===== src/rtl/register_ctrl_pkg.sv =====
// Shared definitions for register write-control blocks: FSM state encoding
// and the index width helper used to size requester indices.
package register_ctrl_pkg;

    // Arbiter FSM state encoding.
    localparam logic [0:0] ST_IDLE  = 1'b0;
    localparam logic [0:0] ST_GRANT = 1'b1;

    // Width of an index into n items; never narrower than one bit.
    function automatic int unsigned index_w(input int unsigned n);
        return (n > 1) ? $clog2(n) : 1;
    endfunction

endpackage


===== src/rtl/rr_picker.sv =====
// Combinational round-robin picker: finds the first asserted request,
// searching upward from ptr+1 and wrapping modulo R.
module rr_picker
    import register_ctrl_pkg::*;
#(
    parameter int unsigned R  = 4,
    parameter int unsigned IW = index_w(R)
) (
    input  logic [R-1:0]  req,
    input  logic [IW-1:0] ptr,
    output logic          valid,
    output logic [IW-1:0] idx
);

    logic [IW-1:0] pos;

    // Walk from the farthest candidate to the nearest so the nearest hit wins.
    always_comb begin
        valid = 1'b0;
        idx   = '0;
        pos   = '0;
        for (int unsigned k = R; k >= 1; k--) begin
            pos = IW'((32'(ptr) + k) % R);
            if (req[pos]) begin
                valid = 1'b1;
                idx   = pos;
            end
        end
    end

endmodule


===== src/rtl/register_write_arbiter.sv =====
// Round-robin write arbiter in front of a shared N-bit load register.
// One idle arbitration cycle precedes each grant; a granted requester may
// hold the grant for up to MAX_BURST back-to-back writes by asserting lock.
module register_write_arbiter
    import register_ctrl_pkg::*;
#(
    parameter int unsigned N         = 8,
    parameter int unsigned R         = 4,
    parameter int unsigned MAX_BURST = 4
) (
    input  logic           clk,
    input  logic           rst,
    input  logic [R-1:0]   req,
    input  logic [R-1:0]   lock,
    input  logic [R*N-1:0] data,
    output logic [R-1:0]   ack,
    output logic [R-1:0]   grant,
    output logic           load,
    output logic [N-1:0]   d,
    output logic           busy
);

    localparam int unsigned IW = index_w(R);
    localparam int unsigned BW = $clog2(MAX_BURST) + 1;
    // bcnt+1 < MAX_BURST rewritten as bcnt < MAX_BURST-1 to avoid overflow.
    localparam logic [BW-1:0] BURST_LAST = BW'(MAX_BURST - 1);
    // Pointer starts at the last requester so requester 0 wins first.
    localparam logic [IW-1:0] PTR_RST    = IW'(R - 1);

    logic [0:0]    state_q, state_d;
    logic [IW-1:0] sel_q, sel_d;
    logic [IW-1:0] ptr_q, ptr_d;
    logic [BW-1:0] bcnt_q, bcnt_d;

    logic          pick_valid;
    logic [IW-1:0] pick_idx;
    logic          owner_req;
    logic          owner_lock;
    logic          stay;
    logic [R-1:0]  sel_onehot;
    logic [N-1:0]  slots [R];

    // Unflatten the write data bus into per-requester slots.
    for (genvar i = 0; i < R; i++) begin : g_slots
        assign slots[i] = data[i*N +: N];
    end

    // Picker sees only registered ptr; selection is registered into sel.
    rr_picker #(
        .R  (R),
        .IW (IW)
    ) u_picker (
        .req   (req),
        .ptr   (ptr_q),
        .valid (pick_valid),
        .idx   (pick_idx)
    );

    assign owner_req  = req[sel_q];
    assign owner_lock = lock[sel_q];
    assign sel_onehot = {{(R-1){1'b0}}, 1'b1} << sel_q;
    assign stay       = owner_req & owner_lock & (bcnt_q < BURST_LAST);

    // Next-state logic: arbitrate in IDLE, count writes and release in GRANT.
    always_comb begin
        state_d = state_q;
        sel_d   = sel_q;
        ptr_d   = ptr_q;
        bcnt_d  = bcnt_q;
        case (state_q)
            ST_IDLE: begin
                if (pick_valid) begin
                    sel_d   = pick_idx;
                    bcnt_d  = '0;
                    state_d = ST_GRANT;
                end
            end
            ST_GRANT: begin
                if (load) begin
                    bcnt_d = bcnt_q + 1'b1;
                end
                if (!stay) begin
                    state_d = ST_IDLE;
                    ptr_d   = sel_q;
                end
            end
        endcase
    end

    // State registers with synchronous reset.
    always_ff @(posedge clk) begin
        if (rst) begin
            state_q <= ST_IDLE;
            sel_q   <= '0;
            ptr_q   <= PTR_RST;
            bcnt_q  <= '0;
        end else begin
            state_q <= state_d;
            sel_q   <= sel_d;
            ptr_q   <= ptr_d;
            bcnt_q  <= bcnt_d;
        end
    end

    // Register-side outputs; a write is suppressed while rst is asserted.
    always_comb begin
        busy  = (state_q == ST_GRANT);
        grant = '0;
        ack   = '0;
        load  = 1'b0;
        d     = '0;
        if (busy) begin
            grant = sel_onehot;
            load  = owner_req & ~rst;
            if (load) begin
                ack = sel_onehot;
                d   = slots[sel_q];
            end
        end
    end

endmodule


===== config.mk =====
export PLATFORM = sky130hd
export DESIGN_NAME = register_write_arbiter
export DESIGN_NICKNAME = d
export VERILOG_FILES = /design/src/rtl/register_ctrl_pkg.sv /design/src/rtl/rr_picker.sv /design/src/rtl/register_write_arbiter.sv
export SDC_FILE = /design/constraint.sdc
export NUM_CORES = 1
export LEC_CHECK = 0
export ABC_AREA = 0
export BUFFER_PORTS_ARGS = -buffer_cell sky130_fd_sc_hd__buf_2
export CORE_AREA = 2 2 50 52
export CTS_CLUSTER_SIZE = 20
export DETAILED_ROUTE_END_ITERATION = 16
export DIE_AREA = 0 0 52 54
export PLACE_DENSITY = 0.75
export SLEW_MARGIN = 20
export SYNTH_ARGS = -nofsm -noshare
export SYNTH_HDL_FRONTEND = slang
export SYNTH_HIERARCHICAL = 1
export SYNTH_SLANG_ARGS = --single-unit

===== constraint.sdc =====
create_clock -name clk -period 1.9 [get_ports clk]
set_input_delay 0.19 -clock clk [delete_from_list [all_inputs] [get_ports clk]]
set_output_delay 0.19 -clock clk [all_outputs]
set_load 0.01 [all_outputs]

# --- Yosys cells after proc, flatten, opt, wreduce, memory -nomap -nowiden ---
# Cells that the tools add are included.
# W data, S select, Z words.
totals:
  register_bits: 8
  in_bits: 42
  word_cells: 64
classes:
  n_addsub: 5
  order_cmp: 7
  n_eq_ne: 2
  n_shift: 1
  mux: 35
  bitwise_logic: 7
  reduce_logical: 3
op_table:
  columns: ["operator", "count"]
  rows:
  - ["$mux W8", 4]
  - ["$bmux W8 S2", 1]
  - ["$lt A2 B3 Y1 const B", 5]
  - ["$mux W1", 13]
  - ["$bmux W1 S2", 6]
  - ["$mux W4", 3]
  - ["$mux W2", 4]
  - ["$mux W3", 2]
  - ["$pmux W3 S2", 1]
  - ["$reduce_and A2 Y1", 3]
  - ["$add A2 B1 Y2 const B", 2]
  - ["$add A2 B2 Y2 const B", 2]
  - ["$ne A2 B2 Y1 const B", 2]
  - ["$shl A1 B2 Y4 const A", 1]
  - ["$add A3 B1 Y3 const B", 1]
  - ["$and A1 B1 Y1", 3]
  - ["$ge A3 B3 Y1 const B", 1]
  - ["$lt A3 B2 Y1 const B", 1]
  - ["$not A1 Y1", 3]
  - ["$not A2 Y3", 1]
  - ["$pmux W1 S2", 1]

# --- Longest topological paths before layout ---
# Gate-level depths: netlist of the first run.
logic_depth:
  depth_word: 9
  mapped_depth: 5
  ltp_nobuf: 5

# --- By module ---
# Netlist of the first run, hierarchy kept.
modules_own_cells:
  columns: ["module", "instances", "cells_each", "area_each_um2", "seq_area_each_um2"]
  rows:
  - ["register_write_arbiter", 1, 74, 759.5, 160.2]
  - ["rr_picker", 1, 14, 91.3, 0.0]

# --- Least setup slack after synthesis of the first run ---
# Ideal clock, no wire load.
synth_timing:
  path_kind: "register to output"
  startpoint: "reg sel_q[0]"
  endpoint: "out d[2]"
  arrival_ns: 1.473
  required_time_ns: 1.710
  setup_slack_ns: 0.237
  stages_incl_launch_ff: 5
  n_path_buf: 2
  cell_sequence: "dfxtp_1 buf_6 clkbuf_1 mux4_2 and3_1"
synth_between:
  elab_chain_cells: 6
  elab_cells_between_ends: 9
  classes_between: "mux: 7; bitwise: 2"
synth_rtl:
  columns: ["element", "line_no", "text"]
  rows:
  - ["start, declared", "register_write_arbiter.sv:31", "logic [IW-1:0] sel_q, sel_d;"]
  - ["start signal, assigned", "register_write_arbiter.sv:99", "sel_q <= sel_d;"]
  - ["$not A2 Y3 (implied by the code)", "register_write_arbiter.sv:117", "d = slots[sel_q];"]
  - ["$bmux W8 S2", "register_write_arbiter.sv:117", null]
  - ["$mux W8 (implied by the code) (2 in series)", "register_write_arbiter.sv:117", null]
  - ["$mux W8 (*)", "register_write_arbiter.sv:115", "if (load) begin"]
  - ["$mux W8 (*)", "register_write_arbiter.sv:112", "if (busy) begin"]
  - ["end, declared", "register_write_arbiter.sv:19", "output logic [N-1:0] d,"]
# Every way passes the cells marked *; elsewhere a longest branch is shown, timed or not. The select of a mux whose other input is x is not followed.

# --- Worst setup path after layout of the first run ---
layout_timing:
  startpoint: "reg sel_q[0]"
  endpoint: "out d[6]"
# Same word-level chain as after synthesis.

==> summary.md, run 1 <==
| Metric | Value |
|---|---|
| Crit path DAT | 1650 ps |
| Worst R2R Setup Slack | 230 ps |
| Pwr per Cell Area | 520.3 nW/um^2 |
| Clk root buf | clkbuf_4 |
| Vias in the first global route | 932 |
| Int Pwr | 0.4187 mW |
| CP cell instances | buf_6 > mux4_1 > and3_1 > buf_2 |
| Setup Skew | 2.549 ps |
| Slew Limit Fails | 0 |
| Final setup violation count | 0 |
| Die ar. | 2808 sq um |
| Dominant cell type by area after synthesis | mux4_1 |
| Worst-Margin Slew | 293.4 ps |
| Crit-path slowest cell | mux4_1 |
| CP Launch Type | flip-flop |
| Worst setup EP type | output pin |
| Switch Pwr | 0.2186 mW |
| Outcome | completed |
| Total power | 0.6374 mW |
| Antenna-violating nets left | 0 |
| Iteration-0 DRC Markers | 15 |
| Hpwl dp | 1891 um |
| EDFF count, synth | 0 |
| Htree depth | 1 |
| Setup WS post-layout | 64.79 ps |
| Fin crit share | 96.59% |
| Register share of total power | 33.1% |
| Antenna violations before repair | 0 |
| Top FF cell, synth | dfxtp_1 |
| CTS Buf Count | 3 |
| Hold Path Class | in -> reg |
| Layout cells sized above 1 | 50.34% |
| Largest stage delay on the critical path | 540 ps |
| Synthesized flop and latch total | 8 |
| Area share of the largest cell type after synthesis | 24.71% |
| Reg area | 161.4 sq um |
| Peak VDD IR | 0.2711 mV |
| Pre-CTS setup slack | 187.5 ps |
| Clk buf depth | 2 |
| Multi-input gate area | 640.6 sq um |
| I/O pin cnt | 60 |
| Minimum clock period | 1835 ps |
| Largest net degree at the start of global routing | 12 |
| IO buf count | 59 |
| FF-to-FF Start | sel_q[0] |
| Overall via count from detail_route | 994 |
| Switching share of power | 34.30% |
| Crit Path Class | reg -> out |
| Layout Cells excl Fill | 179 |
| Final core utilization | 52.80% |
| Seq/Total Area, Yosys | 18.82% |
| Routed wire per std cell | 13.26 um |
| Worst-skew pair later-pin latency | 260 ps |
| DRT Pass-1 Iters | 4 |
| Static Leak | 0.6376 nW |
| Combinational power share | 46.0% |
| R2R depth | 4 |
| R2r endpoint | bcnt_q[1] |
| WHS Path Cells | 2 |
| Routability cong. | 0.8170 |
| Synthesized area | 850.8 sq um |
| Die Wd | 52 um |
| Mean Syn Cell Area | 9.668 sq um |
| Max FO, Critical Path | 8 |
| Max-cap viol count | 0 |
| Req. time, crit path | 1710 ps |
| TritonCTS Sinks | 8 |
| Max Clock Freq | 544.9 MHz |
| Final WL | 2374 um |
| Final Hold Viols | 0 |
| Core ar. | 2320 sq um |
| DP Cell Count | 175 |
| Fill cells | 216 |
| Gate count after technology mapping | 88 |
| Relative slew slack | 80.41% |
| Fin Setup TNS | 0 ps |
| GRT Util Overall | 17.98% |
| Most frequent cell after synthesis | nor2_1 |
| CTS tree | done |
| Nets | 194 |
| First-pass GRT wire length | 3801 um |
| RSZ-0062 raised after global routing | false |
| Synth unique cells | 28 |
| Area grow syn2layout | 43.97% |
| Initial Utilization | 36.68% |
| Post-synthesis net count | 131 |
| Synth area leaders | mux4_1, dfxtp_1, and3_1, mux2i_1, mux4_2 |
| Synth top cells by count | nor2_1, and3_1, dfxtp_1, mux4_1, nand2_1 |
| DRC errors left | 0 |
| GR Overflow Total | 0 |
| Die H | 54 um |
| Clk pwr share | 20.9% |
| Hold Startpoint | rst |
| Placement Rows | 18 |
| DR vias/cell | 5.553 |
| Synth async-reset ratio | 0% |
| Hold endpoint | bcnt_q[0] |
| Yosys warnings | 6 |
| CTS clk-pin slew, worst paths | 60 ps |
| Number of inserted diodes | 0 |
## power groups by stage
stage	clock network, mW	registers, mW	logic, mW
2_1_floorplan	0	0.205	0.192
3_3_place_gp	0	0.211	0.273
3_5_place_dp	0	0.212	0.285
4_1_cts	0.135	0.209	0.293
5_1_grt	0.142	0.214	0.318
6_report	0.133	0.211	0.293
## per-layer routing
metal / GRT usage [%] / routed length [um]
met5: 0 / 0
met4: 7.895 / 20
met3: 3.333 / 241
met2: 31.65 / 1164
met1: 21.34 / 948
## stage by stage
| stage | instance area [sq um] | hold slack [ps] |
|---|---|---|
| 4_1_cts | 1224 | 232.5 |
| 3_5_place_dp | 1186 | 496.4 |
| 3_3_place_gp | 1186 | 472.7 |
| 6_report | 1225 | 236.0 |
| 2_1_floorplan | 850.8 | 454.0 |
| 5_1_grt | 1225 | 252.1 |
## worst max-delay path, delay by kind of cell, from the launching register on
kind | cells | cell delay [ps]
mux | 1 | 540
flops | 1 | 370
buf+inv | 2 | 280
simple gates | 1 | 200
## how the worst max path moves through the flow
stage / slack, ps / cells past startpoint / startpoint / end
after floorplan: 240 / 4 / sel_q[0] / d[2]
after CTS: 1 / 4 / sel_q[0] / d[4]
after global routing: 4 / 4 / sel_q[0] / d[4]
after global placement: 270 / 4 / sel_q[0] / ptr_q[0]
after detailed placement: 190 / 4 / sel_q[0] / ptr_q[0]
final: 60 / 4 / sel_q[0] / d[6]
## final cells by class
type | count | share of cell area [%]
Sequential cell | 8 | 13.18
Inverter | 4 | 1.226
Timing Repair Buffer | 65 | 28.40
Multi-Input combinational cell | 69 | 52.30
Tap cell | 30 | 3.064
Clock buffer | 3 | 1.839
## repair_timing
item | CTS | global route
resized for setup | 2 | 1
setup endpoints to repair | 4 | 12
setup buffers | 1 | 0
hold buffers | 0 | 0
## sequential cells by signal (all words and copies together), names as in the netlist
name	cells
ptr_q	2
busy	1
sel_q	2
bcnt_q	3
## placed cells by master (no fill, tap or decap)
cell      Yosys  final
a211oi_2      1      1
a21o_1        1      1
a21oi_1       4      4
a21oi_2       1      1
a31oi_1       2      2
a31oi_4       1      1
and2b_1       1      1
and3_1        8      8
buf_2         1     59
buf_4         0      4
buf_6         1      2
clkbuf_4      0      3
dfxtp_1       8      7
dfxtp_2       0      1
ha_1          1      1
inv_1         4      4
mux2i_1       5      5
mux4_1        8      8
mux4_2        2      2
nand2_1       6      6
nand2b_1      3      3
nand3_1       1      1
nand4b_1      1      1
nor2_1       12     12
nor2b_1       2      2
nor3_1        3      3
nor3b_1       3      3
o21ba_1       1      1
o221ai_2      1      1
o31ai_1       1      1
## cell families (layout without fill, tap and decap cells)
kind of cell | count (synthesis) | in the layout | synth area share, %
multiplexers | 15 | 15 | 35.88
AO/OA/AOI/OAI | 13 | 13 | 13.53
AND/OR/NAND/NOR | 40 | 40 | 24.41
buffers and inverters | 11 | 72 | 5.881
adder cells (fa/ha/maj) | 1 | 1 | 1.470
flip-flops | 8 | 8 | 18.82
(Power assumes the default switching activity.)
==> run 2: changes to the inputs <==
--- a/config.mk
+++ b/config.mk
@@ -5,13 +5,13 @@
 export SDC_FILE = /design/constraint.sdc
 export NUM_CORES = 1
 export LEC_CHECK = 0
-export ABC_AREA = 0
+export ABC_AREA = 1
 export BUFFER_PORTS_ARGS = -buffer_cell sky130_fd_sc_hd__buf_2
-export CORE_AREA = 2 2 50 52
+export CORE_AREA = 2 2 52 54
 export CTS_CLUSTER_SIZE = 20
 export DETAILED_ROUTE_END_ITERATION = 16
-export DIE_AREA = 0 0 52 54
-export PLACE_DENSITY = 0.75
+export DIE_AREA = 0 0 54 56
+export PLACE_DENSITY = 0.77
 export SLEW_MARGIN = 20
 export SYNTH_ARGS = -nofsm -noshare
 export SYNTH_HDL_FRONTEND = slang
==> run 2 against run 1 <==
  * Final cell count rose by 44%
  * Utilization rose by 2.5 points
  * Via count rose by 32%
  * First-iteration DRC count rose by 100%
  * Flip-flop and latch count did not move
  * Largest cell class unchanged
==> summary.md, run 2 <==
| Metric | Value |
|---|---|
| Outcome | completed |
| Htree depth | 1 |
| R2r endpoint | bcnt_q[0] |
| Crit Path Class | reg -> out |
| Routed wire per std cell | 11.22 um |
| Hold endpoint | bcnt_q[2] |
| Antenna violations before repair | 0 |
| Slew Limit Fails | 0 |
| Setup crit start | busy |
| Relative slew slack | 69.52% |
| GR Overflow Total | 0 |
| DRT Pass-1 Iters | 4 |
| Mean Syn Cell Area | 5.987 sq um |
| CP cell instances | inv_1 > nor2_2 > nand2_4 > a41oi_1 > buf_2 |
| Hold Startpoint | rst |
| Area share of the largest cell type after synthesis | 20.41% |
| Antenna-violating nets left | 0 |
| Placement Rows | 18 |
| Final core utilization | 55.30% |
| Largest net degree at the start of global routing | 21 |
| Fin crit share | 89.08% |
| DR vias/cell | 5.085 |
| Core ar. | 2432 sq um |
| Area grow syn2layout | 30.62% |
| DRC errors left | 0 |
| Worst R2R Setup Slack | 330 ps |
| Hpwl dp | 2222 um |
| Dominant cell type by area after synthesis | nand3_1 |
| Most frequent cells in the layout | buf_2, nand2_1, nand3_1 |
| Setup Skew | 2.299 ps |
| Max FO, Critical Path | 16 |
| Iteration-0 DRC Markers | 30 |
| Synth area leaders | nand3_1, nand2_1, dfxtp_1, a41oi_2, nand2_2 |
| Top FF cell, synth | dfxtp_1 |
| Met2 GRT Util | 29.79% |
| Post-synthesis net count | 215 |
| Worst Path Buf+Inv | 2 |
| Synthesized flop and latch total | 8 |
| Largest regs | bcnt_q (3), ptr_q (2), sel_q (2) |
| Seq/Total Area, Yosys | 15.55% |
| First-pass GRT wire length | 4547 um |
| Die Wd | 54 um |
| Routability cong. | 0.8608 |
| Die ar. | 3024 sq um |
| Most frequent cell after synthesis | nand2_1 |
| Req. time, crit path | 1710 ps |
| CTS clk-pin slew, worst paths | 60 ps |
| Global routing's busiest layer | met2 |
| Crit-path slowest cell | dfxtp_1 |
| I/O pin cnt | 60 |
| GRT Util Overall | 19.05% |
| Gate count after technology mapping | 172 |
| Total power | 1.256 mW |
| Most flop-heavy register | bcnt_q |
| Multi-input gate area | 742.0 sq um |
| # hold bufs at CTS | 0 |
| Die H | 56 um |
| Static Leak | 0.7301 nW |
| Hold Path Class | in -> reg |
| Vias in the first global route | 1,091 |
| CTS tree | done |
| Met3 usage | 4.032% |
| Yosys warnings | 6 |
| Post-CTS setup buffers | 0 |
| Final Cell Area | 1345 sq um |
| Minimum clock period | 1692 ps |
| Overall via count from detail_route | 1,312 |
| Synth async-reset ratio | 0% |
| Met1 usage | 25.81% |
| FF-to-FF Start | ptr_q[0] |
| CTS Buf Count | 3 |
| Number of inserted diodes | 0 |
| EDFF count, synth | 0 |
| Peak VDD IR | 0.6372 mV |
| Pwr per Cell Area | 933.6 nW/um^2 |
| Worst-skew pair later-pin latency | 250 ps |
| Pre-CTS setup slack | 382.6 ps |
| Fill cells | 279 |
| Max Clock Freq | 590.9 MHz |
| Commonest non-fill, non-tap cell in the layout | buf_2 |
| Max-cap viol count | 0 |
| Clk buf depth | 2 |
| Placed Instance Area | 1323 sq um |
| Reg area | 160.2 sq um |
| Final Hold Viols | 0 |
| Synthesized area | 1030 sq um |
| WHS Path Cells | 2 |
| Worst setup EP type | output pin |
| Fin Setup TNS | 0 ps |
| RSZ-0062 raised after global routing | false |
| Largest stage delay on the critical path | 430 ps |
| Synth unique cells | 24 |
| Final setup violation count | 0 |
| Initial Utilization | 42.34% |
| R2R depth | 7 |
| CP Launch Type | flip-flop |
| Delay-heaviest family, CP | flip-flops |
| Cts repair resizes | 0 |
| IO buf count | 59 |
| Worst-Margin Slew | 456.6 ps |
| Layout cells sized above 1 | 39.91% |
| Crit path DAT | 1500 ps |
| Nets | 273 |
| TritonCTS Sinks | 8 |
| Setup WS post-layout | 207.6 ps |
| Max reg flops | 3 |
| Synth top cells by count | nand2_1, nand3_1, nor2_1 |
| Clk root buf | clkbuf_4 |
| Final WL | 2895 um |
## run 2: per-layer routing
layer  up-vias  wire length [um]
li1        688                 -
met1       567              1295
met2        53              1325
met3         4               244
met4         0                29
met5         -                 0
## run 2: layout make-up
cell class	count	area share (%)
Multi-Input combinational cell	140	55.16
Sequential cell	8	11.91
Tap cell	30	2.791
Clock buffer	3	1.674
Inverter	14	4.279
Timing Repair Buffer	63	24.19
## run 2: metrics by stage
stage | hold WS [ps] | std cells
after floorplan | 259.1 | 172
after global placement | 390.7 | 255
after detailed placement | 396.1 | 255
after CTS | 126.7 | 258
after global routing | 114.7 | 258
final | 125.3 | 258
## run 2: how the worst max path moves through the flow
stage	to	slack, ps	cells past startpoint
after floorplan	d[0]	580	5
after global placement	sel_q[1]	430	8
after detailed placement	bcnt_q[0]	380	7
after CTS	d[3]	200	5
after global routing	d[3]	70	8
final	d[3]	210	5
## run 2: power breakdown
group          switching (mW)  internal, mW  leakage, nW  total [mW]
registers              0.0745         0.207       0.0660       0.282
clock network          0.0598        0.0724       0.0138       0.132
logic                   0.534         0.307        0.650       0.842
total                   0.668         0.587        0.730        1.26
## run 2: cells by family after synthesis
group,after synthesis,synth area share (%)
simple gates,117,51.64
buf+inv,24,12.39
compound gates,21,18.35
flops,8,15.55
xor+xnor,1,0.8507
fa+ha+maj,1,1.215
## run 2: worst reg2reg max path, cell delays in order (launching register included)
cell	delay [ps]
dfxtp_1	600
nand2_1	130
and2_4	180
nor2_2	100
nand2_1	70
nand2_1	170
nand2_1	100
a22oi_1	140
==> run 3: changes to the inputs <==
--- a/config.mk
+++ b/config.mk
@@ -7,13 +7,12 @@
 export LEC_CHECK = 0
 export ABC_AREA = 1
 export BUFFER_PORTS_ARGS = -buffer_cell sky130_fd_sc_hd__buf_2
-export CORE_AREA = 2 2 52 54
+export CORE_AREA = 2 2 51 53
 export CTS_CLUSTER_SIZE = 20
 export DETAILED_ROUTE_END_ITERATION = 16
-export DIE_AREA = 0 0 54 56
+export DIE_AREA = 0 0 53 55
 export PLACE_DENSITY = 0.77
 export SLEW_MARGIN = 20
 export SYNTH_ARGS = -nofsm -noshare
 export SYNTH_HDL_FRONTEND = slang
-export SYNTH_HIERARCHICAL = 1
 export SYNTH_SLANG_ARGS = --single-unit
==> run 3 against run 2 <==
  * Highest routed layer unchanged
  * Critical path depth unchanged
  * Clock power about the same
  * Routed wire length down 9.5%
  * Sequential share of layout area up 0.63 points
  * Total power up 2.9%
==> summary.md, run 3 <==
| Metric | Value |
|---|---|
| Outcome | completed |
| Yosys warnings | 0 |
| Worst hold slack | 174.7 ps |
| Hold Path Class | in -> reg |
| Synthesized area | 953.4 sq um |
| Max-cap viol count | 0 |
| Synthesized flop and latch total | 8 |
| Synth async-reset ratio | 0% |
| Combinational power share | 66.7% |
| Post-synthesis net count | 202 |
| I/O pin cnt | 60 |
| CTS Buf Count | 3 |
| Switching share of power | 51.38% |
| Total power | 1.292 mW |
| RSZ-0062 raised after global routing | false |
| Die ar. | 2915 sq um |
| Max Clock Freq | 584.9 MHz |
| Die Wd | 53 um |
| Relative slew slack | 74.99% |
| IO buf count | 59 |
| Register share of total power | 23.0% |
| EDFF count, synth | 0 |
| Final Hold Viols | 0 |
| Synth area leaders | nand2_1, dfxtp_1, a31oi_2, a22oi_1, nand3_1 |
| Synth top cells by count | nand2_1, inv_1, nand3_1, nor2_1, a22oi_1 |
| Int Pwr | 0.6281 mW |
| Crit Path Class | reg -> out |
| Layout cells sized above 1 | 40.18% |
| Fin crit share | 89.99% |
| CP Launch Type | flip-flop |
| Fin Setup TNS | 0 ps |
| Synth unique cells | 23 |
| Iteration-0 DRC Markers | 27 |
| Clk root buf | clkbuf_4 |
| Worst-Margin Slew | 374.6 ps |
| DR vias/cell | 4.867 |
| Vias in the first global route | 1,080 |
| DRT Pass-1 Iters | 5 |
| CP cell instances | inv_1 > nor2_2 > nand2_4 > a31oi_1 > buf_2 |
| Antenna-violating nets left | 0 |
| Seq/Total Area, Yosys | 16.80% |
| Gate count after technology mapping | 159 |
| Crit-path slowest cell | dfxtp_1 |
| # hold bufs at CTS | 0 |
| Final setup violation count | 0 |
| Dominant cell type by area after synthesis | nand2_1 |
| Minimum clock period | 1710 ps |
| Req. time, crit path | 1710 ps |
| Htree depth | 1 |
| Antenna violations before repair | 0 |
| Max reg flops | 3 |
| Worst-skew pair later-pin latency | 260 ps |
| DRC errors left | 0 |
| Static Leak | 0.7210 nW |
| First-pass GRT wire length | 4353 um |
| Clk pwr share | 10.4% |
| Area grow syn2layout | 36.09% |
| Max FO, Critical Path | 16 |
| Nets | 264 |
| TritonCTS Sinks | 8 |
| Worst setup EP type | output pin |
| Largest stage delay on the critical path | 430 ps |
| Initial Utilization | 40.32% |
| Hpwl dp | 2109 um |
| Switch Pwr | 0.6637 mW |
| Number of inserted diodes | 0 |
| Final WL | 2619 um |
| Overall via count from detail_route | 1,212 |
| Placement Rows | 18 |
| Routability cong. | 0.8117 |
| Setup Skew | 6.607 ps |
| Largest net degree at the start of global routing | 17 |
| Pwr per Cell Area | 995.6 nW/um^2 |
| GRT Util Overall | 19.95% |
| Core ar. | 2365 sq um |
| Area share of the largest cell type after synthesis | 24.41% |
| Routed wire per std cell | 10.52 um |
| Most flop-heavy register | bcnt_q |
| Crit path DAT | 1520 ps |
| Top FF cell, synth | dfxtp_1 |
| Die H | 55 um |
| CTS tree | done |
| Commonest non-fill, non-tap cell in the layout | nand2_1 |
| Final core utilization | 54.87% |
| CTS clk-pin slew, worst paths | 60 ps |
| Mean Syn Cell Area | 5.996 sq um |
| Slew Limit Fails | 0 |
| Most frequent cell after synthesis | nand2_1 |
| Clk buf depth | 2 |
| Peak VDD IR | 0.7891 mV |
| Largest regs | bcnt_q (3), ptr_q (2), sel_q (2) |
| GR Overflow Total | 0 |
| Most frequent cells in the layout | nand2_1, buf_2, inv_1 |
==> run 3: path summary, 6_finish.rpt <==
kind | startpoint | end | slack [ps] | cells past startpoint
hold reg to reg | bcnt_q[1] | bcnt_q[1] | 510 | 2
setup / recovery | busy | d[2] | 190 | 5
hold / removal | rst | bcnt_q[2] | 170 | 2
setup reg to reg | ptr_q[0] | sel_q[0] | 270 | 11
==> run 3: metrics by stage <==
| step | setup WS [ps] | cells | area [sq um] |
|---|---|---|---|
| 6_report | 190.2 | 249 | 1297 |
| 4_1_cts | 124.7 | 249 | 1292 |
| 2_1_floorplan | 497.6 | 159 | 953.4 |
| 3_3_place_gp | 273.2 | 246 | 1270 |
| 5_1_grt | 7.334 | 249 | 1297 |
| 3_5_place_dp | 274.2 | 246 | 1270 |
==> run 3: layout make-up <==
cell class / instances / area [sq um]
fill: 256 / 1067
inverter: 18 / 72.57
clock buffer: 3 / 22.52
tap: 30 / 37.54
timing repair buffer: 62 / 317.8
multi-input combinational: 128 / 684.4
sequential: 8 / 162.7
==> run 3: cell families (layout without fill, tap and decap cells) <==
logic type | Yosys count | in the layout | synth area share [%]
simple gates | 102 | 102 | 49.34
compound gates | 24 | 24 | 19.95
buf+inv | 23 | 83 | 11.68
flops | 8 | 8 | 16.80
fa+ha+maj | 1 | 1 | 1.312
xor+xnor | 1 | 1 | 0.9188
==> run 3: worst max-delay path: cells and delay by family, from the launching register on <==
kind	cells	cell delay (ps)
flops	1	430
buf+inv	2	340
simple gates	2	320
compound gates	1	170
==> run 3: power groups by stage <==
stage	logic, mW	clock network [mW]	registers, mW
final	0.861	0.134	0.296
after global routing	0.977	0.150	0.308
after CTS	0.863	0.141	0.290
after detailed placement	0.860	0	0.294
after global placement	0.860	0	0.293
after floorplan	0.670	0	0.270
==> run 3: metal layers <==
metal  routed length, um  GRT usage [%]  up-vias
met5                   0              0        -
met4                  12          2.137        0
met3                 136          5.645        2
met2                1285          37.08       36
met1                1184          23.58      535
li1                    -              -      639
==> run 3: repair_timing <==
item / in CTS / in global routing
endpoints found under the setup margin: 0 / 9
resized for setup: 0 / 3
buffers inserted: 0 / 0
